===== src/rtl/rp_pio_err_regs_pkg.sv =====
// Shared types and constants for the Root Port PIO error register block.
// The implemented-bit helper is reused by the register file and by its reset values.
package rp_pio_pkg;

    typedef enum logic [1:0] {
        SPC_CFG = 2'd0,
        SPC_IO  = 2'd1,
        SPC_MEM = 2'd2
    } space_e;

    typedef enum logic [1:0] {
        ERR_UR_CPL = 2'd0,
        ERR_CA_CPL = 2'd1,
        ERR_CTO    = 2'd2
    } err_e;

    localparam int unsigned REG_STATUS = 0;
    localparam int unsigned REG_MASK   = 1;
    localparam int unsigned REG_SEV    = 2;
    localparam int unsigned REG_SYSERR = 3;
    localparam int unsigned REG_PTR    = 4;
    localparam int unsigned REG_LOG0   = 5;

    function automatic logic [31:0] implemented_mask(int unsigned ns, int unsigned ne,
                                                     int unsigned fs);
        logic [31:0] m;
        m = '0;
        for (int unsigned s = 0; s < ns; s++) begin
            for (int unsigned e = 0; e < ne; e++) begin
                if (s * fs + e < 32) m[s * fs + e] = 1'b1;
            end
        end
        return m;
    endfunction

endpackage


===== src/rtl/rp_pio_err_regs_if.sv =====
// Register access bus plus error-event and error-signalling lines of the PIO error block.
interface rp_pio_err_regs_if #(
    parameter int unsigned NUM_SPACES = 3,
    parameter int unsigned NUM_ERR    = 3,
    parameter int unsigned LOG_DW     = 4,
    parameter int unsigned ADDR_W     = 4
);
    localparam int unsigned SW = (NUM_SPACES > 1) ? $clog2(NUM_SPACES) : 1;
    localparam int unsigned TW = (NUM_ERR > 1) ? $clog2(NUM_ERR) : 1;

    logic [ADDR_W-1:0]     reg_addr;
    logic                  reg_wr;
    logic [31:0]           reg_wdata;
    logic                  reg_rd;
    logic [31:0]           reg_rdata;
    logic                  reg_rvalid;
    logic                  err_valid;
    logic [SW-1:0]         err_space;
    logic [TW-1:0]         err_type;
    logic [32*LOG_DW-1:0]  err_hdr;
    logic                  sig_valid;
    logic                  sig_fatal;
    logic                  sig_syserr;

    modport master (
        output reg_addr, reg_wr, reg_wdata, reg_rd, err_valid, err_space, err_type, err_hdr,
        input  reg_rdata, reg_rvalid, sig_valid, sig_fatal, sig_syserr
    );

    modport slave (
        input  reg_addr, reg_wr, reg_wdata, reg_rd, err_valid, err_space, err_type, err_hdr,
        output reg_rdata, reg_rvalid, sig_valid, sig_fatal, sig_syserr
    );

endinterface


===== src/rtl/rp_pio_err_regs_first_err_log.sv =====
// First Error Pointer, its valid flag and the header log of the first unmasked error.
module rp_pio_first_err_log #(
    parameter int unsigned LOG_DW = 4
) (
    input  logic                 clk,
    input  logic                 rst,
    input  logic                 load,
    input  logic [4:0]           load_idx,
    input  logic [32*LOG_DW-1:0] load_hdr,
    input  logic [31:0]          clr_bits,
    output logic [4:0]           ptr,
    output logic                 ptr_valid,
    output logic [32*LOG_DW-1:0] hdr_log
);
    logic [4:0]           ptr_q, ptr_d;
    logic                 valid_q, valid_d;
    logic [32*LOG_DW-1:0] log_q, log_d;
    logic                 cleared;

    // A clear of the pointed-to status bit frees the pointer in the same cycle,
    // so a coincident unmasked event can claim it immediately.
    always_comb begin
        ptr_d   = ptr_q;
        valid_d = valid_q;
        log_d   = log_q;
        cleared = valid_q && clr_bits[ptr_q];
        if (cleared) valid_d = 1'b0;
        if (load && (!valid_q || cleared)) begin
            ptr_d   = load_idx;
            valid_d = 1'b1;
            log_d   = load_hdr;
        end
    end

    always_ff @(posedge clk) begin
        if (rst) begin
            ptr_q   <= '0;
            valid_q <= 1'b0;
            log_q   <= '0;
        end else begin
            ptr_q   <= ptr_d;
            valid_q <= valid_d;
            log_q   <= log_d;
        end
    end

    assign ptr       = ptr_q;
    assign ptr_valid = valid_q;
    assign hdr_log   = log_q;

endmodule


===== src/rtl/rp_pio_err_regs.sv =====
// Root Port PIO error registers: status/mask/severity/syserr, read mux and error signalling.
// First-error pointer and header log live in rp_pio_first_err_log.
module rp_pio_err_regs
    import rp_pio_pkg::*;
#(
    parameter int unsigned NUM_SPACES   = 3,
    parameter int unsigned NUM_ERR      = 3,
    parameter int unsigned FIELD_STRIDE = 8,
    parameter int unsigned LOG_DW       = 4,
    parameter int unsigned ADDR_W       = 4
) (
    input  logic               clk,
    input  logic               rst,
    rp_pio_err_regs_if.slave   bus
);
    localparam logic [31:0] IMPL = implemented_mask(NUM_SPACES, NUM_ERR, FIELD_STRIDE);

    if (NUM_ERR > FIELD_STRIDE) begin : g_chk_stride
        $error("NUM_ERR must not exceed FIELD_STRIDE");
    end
    if (NUM_SPACES * FIELD_STRIDE > 32) begin : g_chk_width
        $error("NUM_SPACES*FIELD_STRIDE must not exceed 32");
    end
    if (5 + LOG_DW > 2 ** ADDR_W) begin : g_chk_addr
        $error("register map does not fit in ADDR_W");
    end

    logic [31:0] status_q, status_d, mask_q, mask_d;
    logic [31:0] sev_q, sev_d, syserr_q, syserr_d;
    logic [31:0] rdata_q, rdata_d;
    logic        rvalid_q, rvalid_d;
    logic        sig_valid_q, sig_valid_d, sig_fatal_q, sig_fatal_d;
    logic        sig_syserr_q, sig_syserr_d;

    logic [4:0]           ev_idx;
    logic                 ev_hit, ev_unmasked;
    logic [31:0]          ev_bit, w1c_bits;
    logic [4:0]           ptr;
    logic                 ptr_valid;
    logic [32*LOG_DW-1:0] hdr_log;

    always_comb begin
        ev_idx      = 5'(32'(bus.err_space) * FIELD_STRIDE + 32'(bus.err_type));
        ev_hit      = bus.err_valid && (32'(bus.err_space) < NUM_SPACES)
                                    && (32'(bus.err_type) < NUM_ERR);
        ev_bit      = ev_hit ? (32'd1 << ev_idx) : '0;
        ev_unmasked = ev_hit && !mask_q[ev_idx];
        w1c_bits    = (bus.reg_wr && bus.reg_addr == ADDR_W'(REG_STATUS))
                      ? (bus.reg_wdata & IMPL) : '0;
    end

    // Event set is OR-ed after the W1C so a coincident set wins.
    always_comb begin
        status_d = (status_q & ~w1c_bits) | ev_bit;
        mask_d   = mask_q;
        sev_d    = sev_q;
        syserr_d = syserr_q;
        if (bus.reg_wr) begin
            if (bus.reg_addr == ADDR_W'(REG_MASK))   mask_d   = bus.reg_wdata & IMPL;
            if (bus.reg_addr == ADDR_W'(REG_SEV))    sev_d    = bus.reg_wdata & IMPL;
            if (bus.reg_addr == ADDR_W'(REG_SYSERR)) syserr_d = bus.reg_wdata & IMPL;
        end
        sig_valid_d  = ev_unmasked;
        sig_fatal_d  = ev_unmasked && sev_q[ev_idx];
        sig_syserr_d = ev_unmasked && syserr_q[ev_idx];
    end

    always_comb begin
        rvalid_d = bus.reg_rd;
        rdata_d  = rdata_q;
        if (bus.reg_rd) begin
            rdata_d = '0;
            if (bus.reg_addr == ADDR_W'(REG_STATUS))      rdata_d = status_q;
            else if (bus.reg_addr == ADDR_W'(REG_MASK))   rdata_d = mask_q;
            else if (bus.reg_addr == ADDR_W'(REG_SEV))    rdata_d = sev_q;
            else if (bus.reg_addr == ADDR_W'(REG_SYSERR)) rdata_d = syserr_q;
            else if (bus.reg_addr == ADDR_W'(REG_PTR))    rdata_d = {ptr_valid, 26'd0, ptr};
            else begin
                for (int unsigned i = 0; i < LOG_DW; i++) begin
                    if (bus.reg_addr == ADDR_W'(REG_LOG0 + i)) rdata_d = hdr_log[i*32 +: 32];
                end
            end
        end
    end

    always_ff @(posedge clk) begin
        if (rst) begin
            status_q     <= '0;
            mask_q       <= IMPL;
            sev_q        <= '0;
            syserr_q     <= '0;
            rdata_q      <= '0;
            rvalid_q     <= 1'b0;
            sig_valid_q  <= 1'b0;
            sig_fatal_q  <= 1'b0;
            sig_syserr_q <= 1'b0;
        end else begin
            status_q     <= status_d;
            mask_q       <= mask_d;
            sev_q        <= sev_d;
            syserr_q     <= syserr_d;
            rdata_q      <= rdata_d;
            rvalid_q     <= rvalid_d;
            sig_valid_q  <= sig_valid_d;
            sig_fatal_q  <= sig_fatal_d;
            sig_syserr_q <= sig_syserr_d;
        end
    end

    rp_pio_first_err_log #(.LOG_DW(LOG_DW)) u_first_err_log (
        .clk       (clk),
        .rst       (rst),
        .load      (ev_unmasked),
        .load_idx  (ev_idx),
        .load_hdr  (bus.err_hdr),
        .clr_bits  (w1c_bits),
        .ptr       (ptr),
        .ptr_valid (ptr_valid),
        .hdr_log   (hdr_log)
    );

    assign bus.reg_rdata  = rdata_q;
    assign bus.reg_rvalid = rvalid_q;
    assign bus.sig_valid  = sig_valid_q;
    assign bus.sig_fatal  = sig_fatal_q;
    assign bus.sig_syserr = sig_syserr_q;

endmodule

===== src/flat_wrapper.sv =====
// flat-port wrapper written by rule: the top's interface ports become plain ports
module rp_pio_err_regs_flat import rp_pio_pkg::*;
#(
    parameter int unsigned NUM_SPACES   = 3,
    parameter int unsigned NUM_ERR      = 3,
    parameter int unsigned FIELD_STRIDE = 8,
    parameter int unsigned LOG_DW       = 4,
    parameter int unsigned ADDR_W       = 4
)
  (clk, rst, bus_reg_addr, bus_reg_wr, bus_reg_wdata, bus_reg_rd, bus_err_valid, bus_err_space, bus_err_type, bus_err_hdr, bus_reg_rdata, bus_reg_rvalid, bus_sig_valid, bus_sig_fatal, bus_sig_syserr);
  rp_pio_err_regs_if #(.NUM_SPACES(NUM_SPACES), .NUM_ERR(NUM_ERR), .LOG_DW(LOG_DW), .ADDR_W(ADDR_W)) bus_i ();
  input  logic clk;
  input  logic rst;
  input wire logic [$bits(bus_i.reg_addr)-1:0] bus_reg_addr;
  input wire logic [$bits(bus_i.reg_wr)-1:0] bus_reg_wr;
  input wire logic [$bits(bus_i.reg_wdata)-1:0] bus_reg_wdata;
  input wire logic [$bits(bus_i.reg_rd)-1:0] bus_reg_rd;
  input wire logic [$bits(bus_i.err_valid)-1:0] bus_err_valid;
  input wire logic [$bits(bus_i.err_space)-1:0] bus_err_space;
  input wire logic [$bits(bus_i.err_type)-1:0] bus_err_type;
  input wire logic [$bits(bus_i.err_hdr)-1:0] bus_err_hdr;
  output wire logic [$bits(bus_i.reg_rdata)-1:0] bus_reg_rdata;
  output wire logic [$bits(bus_i.reg_rvalid)-1:0] bus_reg_rvalid;
  output wire logic [$bits(bus_i.sig_valid)-1:0] bus_sig_valid;
  output wire logic [$bits(bus_i.sig_fatal)-1:0] bus_sig_fatal;
  output wire logic [$bits(bus_i.sig_syserr)-1:0] bus_sig_syserr;
  assign bus_i.reg_addr = bus_reg_addr;
  assign bus_i.reg_wr = bus_reg_wr;
  assign bus_i.reg_wdata = bus_reg_wdata;
  assign bus_i.reg_rd = bus_reg_rd;
  assign bus_i.err_valid = bus_err_valid;
  assign bus_i.err_space = bus_err_space;
  assign bus_i.err_type = bus_err_type;
  assign bus_i.err_hdr = bus_err_hdr;
  assign bus_reg_rdata = bus_i.reg_rdata;
  assign bus_reg_rvalid = bus_i.reg_rvalid;
  assign bus_sig_valid = bus_i.sig_valid;
  assign bus_sig_fatal = bus_i.sig_fatal;
  assign bus_sig_syserr = bus_i.sig_syserr;
  rp_pio_err_regs #(.NUM_SPACES(NUM_SPACES), .NUM_ERR(NUM_ERR), .FIELD_STRIDE(FIELD_STRIDE), .LOG_DW(LOG_DW), .ADDR_W(ADDR_W)) u_core (.clk(clk), .rst(rst), .bus(bus_i));
endmodule

===== config.mk =====
export PLATFORM = sky130hd
export DESIGN_NAME = rp_pio_err_regs_flat
export DESIGN_NICKNAME = d
export VERILOG_FILES = /design/src/rtl/rp_pio_err_regs_pkg.sv /design/src/rtl/rp_pio_err_regs_if.sv /design/src/rtl/rp_pio_err_regs_first_err_log.sv /design/src/rtl/rp_pio_err_regs.sv /design/src/flat_wrapper.sv
export SDC_FILE = /design/constraint.sdc
export NUM_CORES = 1
export LEC_CHECK = 0
export BUFFER_PORTS_ARGS = -buffer_cell sky130_fd_sc_hd__buf_4
export CORE_MARGIN = 8
export CORE_UTILIZATION = 51
export CTS_CLUSTER_DIAMETER = 30
export DETAILED_ROUTE_END_ITERATION = 8
export HOLD_SLACK_MARGIN = 0.05
export PLACE_DENSITY = 0.77
export SLEW_MARGIN = 15
export SYNTH_ARGS = -nofsm -noshare
export SYNTH_HDL_FRONTEND = slang
export SYNTH_HIERARCHICAL = 1
export SYNTH_SLANG_ARGS = --single-unit

===== constraint.sdc =====
create_clock -name clk -period 3.1 [get_ports clk]
set_input_delay 0.62 -clock clk [delete_from_list [all_inputs] [get_ports clk]]
set_output_delay 0.62 -clock clk [all_outputs]
set_load 0.01 [all_outputs]

==> impl_metrics.csv, run 1 <==
group,metric,value,unit
status,run_status,"finished, final reports clean",
die,die_h,161.6,um
drt,via_per_inst,5.492,
sta,finalHoldViolCount,0,
worst_setup_path,worstSetupPathType,"in2reg",
sta,rsz0062_at_grt,"no",
die,core-area,20890,um^2
die,rows,53,
place,place_hpwl,22120,um
synth,ys.warnings.count,6,
power_and_ir_drop,power_density,625.9,nW/um^2
die,fp.dieW,161.6,um
drt,post_drt_wl_per_cell,19.14,um
synth,yosysSeqAreaShare,39.43,%
worst_setup_path,crit_chain,"buf_4 -> nor4_2 -> buf_4 -> nand3_1 -> inv_1 -> mux2i_1 -> a221oi_1 -> a221oi_2 -> nor3b_2 -> buf_4 -> buf_12 -> mux2i_1",
cells_and_area,final.fill_count,1625,
grt,grtUsageTotal,23.61,%
grt,antenna_found_initial,1,
worst_setup_path,crit_fanout,24,
die,pin_count,209,
grt,first_global_vias,9501,
clock_network,cts_max_level,2,
sta,worst_slew_pin_slew,754.9,ps
drt,drt_pass1_iterations,6,
synth,ys_types,54,
synth,syn_inst,1139,
worst_setup_path,worstReg2RegStart,"u_core/u_first_err_log/ptr[0]",
grt,grt_max_degree,147,
worst_setup_path,r2r_end,"u_core/u_first_err_log/hdr_log[63]",
sta,final.period_utilization,83.41,%
clock_network,clk_latency,530,ps
cells_and_area,fin_util,68.63,%
synth,ys.flop_type,"dfxtp_1",
synth,ys_ff_latch,213,
worst_setup_path,arrival,3030,ps
sta,setup_viol,0,
worst_setup_path,crit_end,"u_core/u_first_err_log/hdr_log[63]",
drt,drt-initial-drc-count,697,
worst_setup_path,path_delay_family,"buffers and inverters",
grt,grt_pass1_wl,50150,um
cells_and_area,syn2layout_area_growth,32.57,%
clock_network,ctsResizeCount,0,
drt,routed_wl,31810,um
worst_setup_path,path_buf_inv,5,
worst_setup_path,critPathLaunch,"bus_reg_addr[3]",
clock_network,clk_pin_slew,50,ps
sta,fmax,386.7,MHz
clock_network,cts_setup_buffers,0,
worst_setup_path,worstSetupStartpointType,"primary input",
synth,syn_area,10810,um^2
drt,drcViolationCount,0,
sta,slew_headroom,49.67,%
clock_network,clock_tree.root_cell,"clkbuf_16",
grt,grt-ovfl-total,0,
power_and_ir_drop,p_leak,5.692,nW
sta,fin_worst_skew,16.99,ps
worst_setup_path,ff2ff_setup_slack,620,ps
place,finalWeightedCongestion,0.8879,
cells_and_area,fin_nets,1519,
synth,ys_async_sr_fraction,0,%
worst_setup_path,worstPathRequired,3540,ps
power_and_ir_drop,peakVddDrop,0.0004024,V
place,io_buffers,185,
sta,slew_viol_final,0,
clock_network,tritoncts,"yes",
synth,syn_area_per_cell,9.494,um^2
sta,fin_tns_setup,0,ps
min_path,hp-class,"in2reg",
worst_setup_path,cp_num_cells,12,
worst_setup_path,critPathMaxStageDelay,350,ps
cells_and_area,regArea,4264,um^2
clock_network,hold_buffers,0,
cells_and_area,multi_input_area,6093,um^2
die,dieArea,26120,um^2
flow_run,drv_cap,0,
sta,period_needed,2586,ps
die,start_util,51.77,%
drt,num_vias,9127,
clock_network,numCtsBuffers,50,
synth,synth_edf_count,0,
cells_and_area,drive_gt1_share,26.41,%
worst_setup_path,crit_slowest_cell,"a221oi_1",
worst_setup_path,reg2reg_depth,8,
worst_setup_path,end_kind,"flop",
worst_setup_path,cp_common_cell,"buf_4",
clock_network,cts_num_sinks,213,
clock_network,clockBufferDepth,3,
drt,ant_nets,0,
==> placed cells by master, fill, tap and decap left out, types with 6 or more instances in the layout <==
master      netlist  layout
nand2b_1        283     283
buf_4             7     217
dfxtp_1         213     213
mux2i_1         163     163
clkbuf_16         0      51
nand2_1          44      44
nor2_1           45      44
o21ai_0          32      32
a22o_1           25      25
a22oi_1          24      24
conb_1            1      24
mux2_2           23      23
o2bb2ai_1        22      22
inv_1            21      21
nor2b_1          20      19
nand3b_1         12      12
clkinv_2          0      11
a222oi_1         10      10
buf_12            0      10
a311oi_1          9       9
and3_1            8       8
a221oi_1          8       8
clkinv_4          0       7
nand3_1           7       7
a21oi_1           7       7
clkbuf_8          0       6
clkinvlp_4        0       6
mux4_2            6       6
==> power breakdown <==
group          switching (mW)  internal [mW]  total [mW]
clock network            1.68           3.56        5.24
registers              0.0593           2.84        2.90
logic                   0.411          0.422       0.833
==> cell type report <==
| cell class | count | area share, % |
|---|---|---|
| Clock inverter | 33 | 2.418 |
| Sequential cell | 213 | 29.74 |
| Tap cell | 275 | 2.400 |
| Multi-Input combinational cell | 832 | 42.50 |
| Timing Repair Buffer | 228 | 12.84 |
| Clock buffer | 59 | 9.530 |
| Antenna cell | 1 | 0.01746 |
| Inverter | 21 | 0.5498 |
==> worst min path at each step <==
stage / startpoint / to / cells past startpoint
after floorplan: u_core/status_q[3] / u_core/status_q[3] / 1
after global placement: u_core/bus.reg_rdata[9] / u_core/bus.reg_rdata[9] / 2
after detailed placement: u_core/bus.reg_rdata[9] / u_core/bus.reg_rdata[9] / 2
after CTS: bus_reg_wdata[1] / u_core/mask_q[1] / 3
after global routing: bus_err_hdr[52] / u_core/u_first_err_log/hdr_log[52] / 3
final: bus_reg_wdata[1] / u_core/mask_q[1] / 3
==> worst min-delay path: cells and delay by family <==
kind	cells	cell delay [ps]
and+or+nand+nor	2	120
buffers and inverters	1	110
==> synth_stat cells (10+ instances only) <==
cell type  number  share of area (%)
nor2_1         45                1.6
nand3b_1       12               0.83
a222oi_1       10               0.93
clkbuf_1       51                1.8
inv_1          21               0.73
nand2b_1      283                 16
mux2i_1       163                 15
dfxtp_1       213                 39
a22oi_1        24                1.7
mux2_2         23                2.4
a22o_1         25                2.0
o21ai_0        32                1.5
nor2b_1        20                1.2
o2bb2ai_1      22                1.8
buf_2          25                1.2
nand2_1        44                1.5
==> state kept, by name, summed over array words and instances, names as in the netlist, 5 cells and up <==
| name | cells |
|---|---|
| u_core/bus.reg_rdata | 32 |
| u_core/mask_q | 9 |
| u_core/sev_q | 9 |
| u_core/status_q | 16 |
| u_core/syserr_q | 9 |
| u_core/u_first_err_log/hdr_log | 128 |
| u_core/u_first_err_log/ptr | 5 |
==> stage by stage <==
stage / std cells / power (mW) / setup slack, ps / cell area, um^2 / hold slack (ps)
finish: 1662 / 8.973 / 514.2 / 14340 / 344.4
global route: 1662 / 9.267 / 294.7 / 14340 / 348.6
CTS: 1661 / 9.023 / 536.8 / 14330 / 320.6
detailed placement: 1569 / 3.770 / 29.79 / 12620 / 452.5
global placement: 1569 / 3.758 / 57.60 / 12620 / 446.5
floorplan: 1162 / 3.422 / 127.1 / 10900 / 429.7
==> kinds of logic after synthesis <==
| kind of cell | synth area share, % |
|---|---|
| multiplexers | 18.87 |
| AND/OR/NAND/NOR | 23.52 |
| buffers and inverters | 5.218 |
| AO/OA/AOI/OAI | 12.92 |
| flip-flops | 39.43 |
| other | 0.03468 |
==> routing by layer <==
| metal | GRT usage [%] | vias to the layer above | wire, um |
|---|---|---|---|
| li1 | - | 4391 | - |
| met1 | 30.33 | 4350 | 14050 |
| met2 | 37.41 | 323 | 14660 |
| met3 | 5.930 | 63 | 2295 |
| met4 | 9.217 | 0 | 809 |
| met5 | 0 | - | 0 |
(Power assumes the default switching activity.)
==> inputs of run 2 (changes only) <==
--- a/config.mk
+++ b/config.mk
@@ -7,11 +7,11 @@
 export LEC_CHECK = 0
 export BUFFER_PORTS_ARGS = -buffer_cell sky130_fd_sc_hd__buf_4
 export CORE_MARGIN = 8
-export CORE_UTILIZATION = 51
+export CORE_UTILIZATION = 56
 export CTS_CLUSTER_DIAMETER = 30
 export DETAILED_ROUTE_END_ITERATION = 8
 export HOLD_SLACK_MARGIN = 0.05
-export PLACE_DENSITY = 0.77
+export PLACE_DENSITY = 0.81
 export SLEW_MARGIN = 15
 export SYNTH_ARGS = -nofsm -noshare
 export SYNTH_HDL_FRONTEND = slang
==> constraint.sdc (replaced) <==
create_clock -name clk -period 2.4 [get_ports clk]
set_input_delay 0.48 -clock clk [delete_from_list [all_inputs] [get_ports clk]]
set_output_delay 0.48 -clock clk [all_outputs]
set_load 0.01 [all_outputs]
==> run 2 against run 1 <==
Effect of this change:
- power grew 22%
- largest power group unchanged
- worst setup slack lost 500 ps
- global-route usage grew 2.2 points
- final area grew 1.5%
- via count grew 3.5%
- clock-buffer cell count is the same
- core utilization grew 7.2 points
- sequential share of layout area shrank 0.44 points
- die area shrank 8.1%
- routed wire length grew 1.9%
- clock power grew 15%
- largest cell class unchanged
==> impl_metrics.csv, run 2 (synthesized netlist as in run 1, its figures left out) <==
group,metric,value,unit
status,run_status,"finished, final reports clean",
worst_setup_path,worstSetupStartpointType,"primary input",
place,place_hpwl,21810,um
sta,final.period_utilization,99.47,%
drt,routed_wl,32420,um
sta,fin_worst_skew,11.31,ps
sta,slew_viol_final,0,
die,rows,51,
clock_network,numCtsBuffers,45,
grt,grtUsageTotal,25.80,%
grt,antenna_found_initial,0,
drt,via_per_inst,5.635,
power_and_ir_drop,power.total,10.95,mW
worst_setup_path,worstPathRequired,2800,ps
cells_and_area,diodes,0,
clock_network,tritoncts,"yes",
sta,hold_slack,221.1,ps
clock_network,clock_tree.root_cell,"clkbuf_16",
sta,worst_slew_pin_slew,793.5,ps
sta,fin_tns_setup,0,ps
place,io_buffers,185,
sta,finalHoldViolCount,0,
cells_and_area,largest_reg_flops,128,
cells_and_area,final_cell_mix,"nand2b_1, buf_4, dfxtp_1",
cells_and_area,final_area,14560,um^2
power_and_ir_drop,peakVddDrop,0.0005183,V
grt,grt-ovfl-total,0,
power_and_ir_drop,p_sw_share,23.69,%
place,place_area,12880,um^2
power_and_ir_drop,pwr-share-seq,34.2,%
grt,first_global_vias,9609,
grt,grt_pass1_wl,49920,um
drt,post_drt_wl_per_cell,19.34,um
drt,num_vias,9445,
cells_and_area,final_common_cell,"nand2b_1",
drt,drt-initial-drc-count,781,
place,pre_cts_slack,-438.7,ps
die,pin_count,209,
cells_and_area,fin_util,75.79,%
sta,period_needed,2387,ps
worst_setup_path,arrival,2790,ps
die,fp.dieW,155.0,um
place,finalWeightedCongestion,0.9557,
clock_network,cts_num_sinks,213,
die,dieArea,24010,um^2
worst_setup_path,crit_fanout,9,
clock_network,cts_max_level,2,
sta,fmax,418.9,MHz
clock_network,clockBufferDepth,3,
power_and_ir_drop,combinationalPowerShare,10.6,%
cells_and_area,drive_gt1_share,28.28,%
drt,drcViolationCount,0,
cells_and_area,final.fill_count,1318,
power_and_ir_drop,p_leak,5.806,nW
worst_setup_path,end_kind,"flop",
power_and_ir_drop,net-switching-power,2.593,mW
worst_setup_path,worstSetupPathType,"in2reg",
power_and_ir_drop,internal-power,8.356,mW
die,core-area,19210,um^2
cells_and_area,multi_input_area,6166,um^2
sta,slew_headroom,47.10,%
clock_network,clk_latency,530,ps
clock_network,hold_buffers,0,
place,dpl.cell_count,1586,
min_path,hp-class,"in2reg",
power_and_ir_drop,power_density,752.2,nW/um^2
die,start_util,56.30,%
sta,setup_ws,12.84,ps
sta,setup_viol,0,
drt,drt_pass1_iterations,5,
clock_network,clk_pin_slew,50,ps
power_and_ir_drop,clkPwrFrac,55.2,%
grt,grt_max_degree,128,
cells_and_area,fin_nets,1551,
die,die_h,155.0,um
cells_and_area,regArea,4265,um^2
cells_and_area,syn2layout_area_growth,34.61,%
sta,rsz0062_at_grt,"yes",
flow_run,drv_cap,0,
drt,ant_nets,0,
cells_and_area,fin_cells,1676,
run 2: path summary, 6_finish.rpt:
path / startpoint / to / slack [ps] / cells after the start
max: bus_reg_addr[1] / u_core/u_first_err_log/hdr_log[38] / 10 / 14
min: bus_reg_wdata[0] / u_core/mask_q[0] / 220 / 3
max reg2reg: u_core/u_first_err_log/ptr[0] / u_core/u_first_err_log/hdr_log[38] / 60 / 9
min reg2reg: u_core/bus.reg_rdata[8] / u_core/bus.reg_rdata[8] / 460 / 2
run 2: critical path, stage by stage:
cell      delay [ps]
buf_4            120
nor4_4            60
buf_6            130
buf_4            130
nand3_2           50
inv_1             40
mux4_2           470
mux2_4           300
a221oi_4         300
nor3b_2           70
buf_4            160
buf_6            160
buf_12           160
mux2i_2          150
run 2: per-layer routing:
metal | vias up | part of all wire (%) | track usage (%)
met3 | 92 | 8.0 | 6.519
met2 | 448 | 47 | 41.16
met4 | 0 | 3.8 | 12.04
li1 | 4451 | - | -
met1 | 4454 | 41 | 32.20
met5 | - | 0 | 0
run 2: final cells by class:
cell class / count / share of cell area, %
Inverter: 21 / 0.5415
Timing Repair Buffer: 265 / 15.20
Sequential cell: 213 / 29.30
Clock buffer: 59 / 8.871
Clock inverter: 21 / 1.453
Tap cell: 265 / 2.278
Multi-Input combinational cell: 832 / 42.36
run 2: timing repair:
action                     4_1_cts  5_1_grt
buffers inserted                 0        5
resized for setup                0       13
setup endpoints to repair        0      103
run 2: power groups by stage:
stage / registers (mW) / clock network, mW / logic, mW
final: 3.75 / 6.05 / 1.16
after global routing: 3.76 / 6.29 / 1.23
after floorplan: 3.79 / 0 / 0.646
after CTS: 3.75 / 6.10 / 1.11
after global placement: 3.80 / 0 / 1.08
after detailed placement: 3.81 / 0 / 1.09
==> inputs of run 3 (changes only) <==
--- a/config.mk
+++ b/config.mk
@@ -10,6 +10,7 @@
 export CORE_UTILIZATION = 56
 export CTS_CLUSTER_DIAMETER = 30
 export DETAILED_ROUTE_END_ITERATION = 8
+export GPL_ROUTABILITY_DRIVEN = 0
 export HOLD_SLACK_MARGIN = 0.05
 export PLACE_DENSITY = 0.81
 export SLEW_MARGIN = 15
==> constraint.sdc (replaced) <==
create_clock -name clk -period 2.25 [get_ports clk]
set_input_delay 0.45 -clock clk [delete_from_list [all_inputs] [get_ports clk]]
set_output_delay 0.45 -clock clk [all_outputs]
set_load 0.01 [all_outputs]
==> run 3 against run 2 <==
Effect of this change:
- the flow now finishes with violations (negative setup slack)
- final area grew 1.6%
- global-route usage grew 0.62 points
- core utilization grew 1.2 points
- die area is the same
- sequential cell count is the same
- sequential share of layout area shrank 0.45 points
- sequential power grew 6.7%
- routed wire length grew 4.8%
- clock power grew 12%
- worst setup slack lost 150 ps
- critical endpoint is now u_core/u_first_err_log/hdr_log[45]
==> impl_metrics.csv, run 3 (synthesized netlist as in run 1, its figures left out) <==
group,metric,value,unit
grt,grt_pass1_wl,51430,um
grt,antenna_found_initial,0,
cells_and_area,diodes,0,
clock_network,clk_latency,530,ps
sta,fmax,419.3,MHz
clock_network,numCtsBuffers,45,
clock_network,tritoncts,"yes",
sta,setup_ws,-134.9,ps
cells_and_area,syn2layout_area_growth,36.71,%
worst_setup_path,worstSetupStartpointType,"primary input",
drt,drcViolationCount,0,
sta,period_needed,2385,ps
worst_setup_path,crit_fanout,13,
cells_and_area,fin_nets,1562,
sta,finalHoldViolCount,0,
grt,grtUsageTotal,26.42,%
power_and_ir_drop,net-switching-power,2.915,mW
grt,grt_max_degree,91,
drt,ant_nets,0,
clock_network,cts_num_sinks,213,
drt,num_vias,9656,
power_and_ir_drop,power_density,816.0,nW/um^2
power_and_ir_drop,p_sw_share,24.17,%
drt,via_per_inst,5.710,
cells_and_area,final_area,14780,um^2
status,run_status,"finished with violations",
grt,busiest_layer,"met2",
sta,worst_slew_pin_slew,798.2,ps
drt,routed_wl,33970,um
clock_network,clock_tree.root_cell,"clkbuf_16",
worst_setup_path,worstSetupPathType,"in2reg",
power_and_ir_drop,p_leak,5.899,nW
sta,setup_viol,60,
drt,drt-initial-drc-count,962,
grt,grt-ovfl-total,0,
cells_and_area,largest_reg_flops,128,
power_and_ir_drop,clkPwrFrac,56.3,%
sta,slew_viol_final,0,
grt,met1_usage,31.89,%
cells_and_area,fin_cells,1691,
place,io_buffers,185,
clock_network,hold_buffers,0,
die,start_util,56.30,%
min_path,hp-class,"in2reg",
clock_network,cts_max_level,2,
worst_setup_path,arrival,2790,ps
clock_network,clk_pin_slew,50,ps
die,core-area,19210,um^2
power_and_ir_drop,internal-power,9.148,mW
drt,post_drt_wl_per_cell,20.09,um
die,fp.dieW,155.0,um
place,place_area,12980,um^2
power_and_ir_drop,peakVddDrop,0.0005609,V
clock_network,clockBufferDepth,3,
sta,fin_worst_skew,21.73,ps
grt,first_global_vias,9853,
flow_run,drv_cap,0,
drt,drt_pass1_iterations,8,
power_and_ir_drop,combinationalPowerShare,10.5,%
cells_and_area,final_common_cell,"nand2b_1",
die,pin_count,209,
die,dieArea,24010,um^2
grt,use_met2,44.50,%
status,violations,"negative setup slack",
cells_and_area,final_cell_mix,"nand2b_1, buf_4, dfxtp_1",
die,rows,51,
die,die_h,155.0,um
grt,grt.met3_usage,5.798,%
sta,rsz0062_at_grt,"yes",
cells_and_area,drive_gt1_share,29.31,%
worst_setup_path,end_kind,"flop",
worst_setup_path,worstPathRequired,2650,ps
worst_setup_path,ff2ff_setup_slack,-110,ps
sta,slew_headroom,46.79,%
power_and_ir_drop,pwr-share-seq,33.1,%
sta,final.period_utilization,106.0,%
place,place_hpwl,22660,um
place,dpl.cell_count,1598,
sta,fin_tns_setup,-3826,ps
[run 3: final cells by class]
type	instances	area (um^2)
multi-input cells	832	6197
fillers	1251	4423
flip-flops and latches	213	4265
inverters	21	78.83
well taps	265	331.6
repair buffers	276	2335
clock inverters	32	361.6
clock buffers	52	1215
[run 3: worst paths after layout]
check	start	end	cells past startpoint
worst max-delay path	bus_reg_addr[3]	u_core/u_first_err_log/hdr_log[45]	14
worst max register to register	u_core/u_first_err_log/ptr[0]	u_core/u_first_err_log/hdr_log[45]	9
worst min-delay path	bus_err_hdr[57]	u_core/u_first_err_log/hdr_log[57]	3
worst min register to register	u_core/bus.reg_rdata[17]	u_core/bus.reg_rdata[17]	2
[run 3: power by group through the flow]
stage	sequential [mW]	clock (mW)	combinational, mW
after CTS	3.99	6.84	1.21
after global placement	4.06	0	1.17
after detailed placement	4.06	0	1.19
after global routing	4.01	7.03	1.34
final	4.00	6.79	1.27
after floorplan	4.05	0	0.690
[run 3: worst max-delay path: stages]
cell	delay, ps
buf_6	90
nor4_4	50
buf_6	130
buf_4	130
nand3_2	80
inv_1	50
mux4_2	450
mux2_4	300
a221oi_4	330
nor3b_4	90
buf_12	170
buf_12	150
clkbuf_16	180
mux2i_1	130
[run 3: per-layer routing]
layer	wire [um]	up-vias
li1	-	4469
met1	13600	4592
met2	16190	483
met3	2779	112
met4	1401	0
met5	0	-
[run 3: repair_timing]
| item | in CTS | in global routing |
|---|---|---|
| setup buffers | 0 | 7 |
| gates cloned | 0 | 2 |
| setup endpoints to repair | 87 | 127 |
| pin swaps | 2 | 1 |
| gates resized for setup | 10 | 17 |
[run 3: metrics by stage]
stage                     total power, mW  utilization, %  worst slack [ps]  hold slack [ps]
after CTS                           12.04           76.09            -9.223            186.8
after global routing                12.38           76.97            -153.2            193.3
after floorplan                     4.736               -            -301.4            429.7
after detailed placement            5.250           67.57            -559.6            451.5
final                               12.06           76.97            -134.9            194.1
after global placement              5.226           67.57            -457.9            441.1
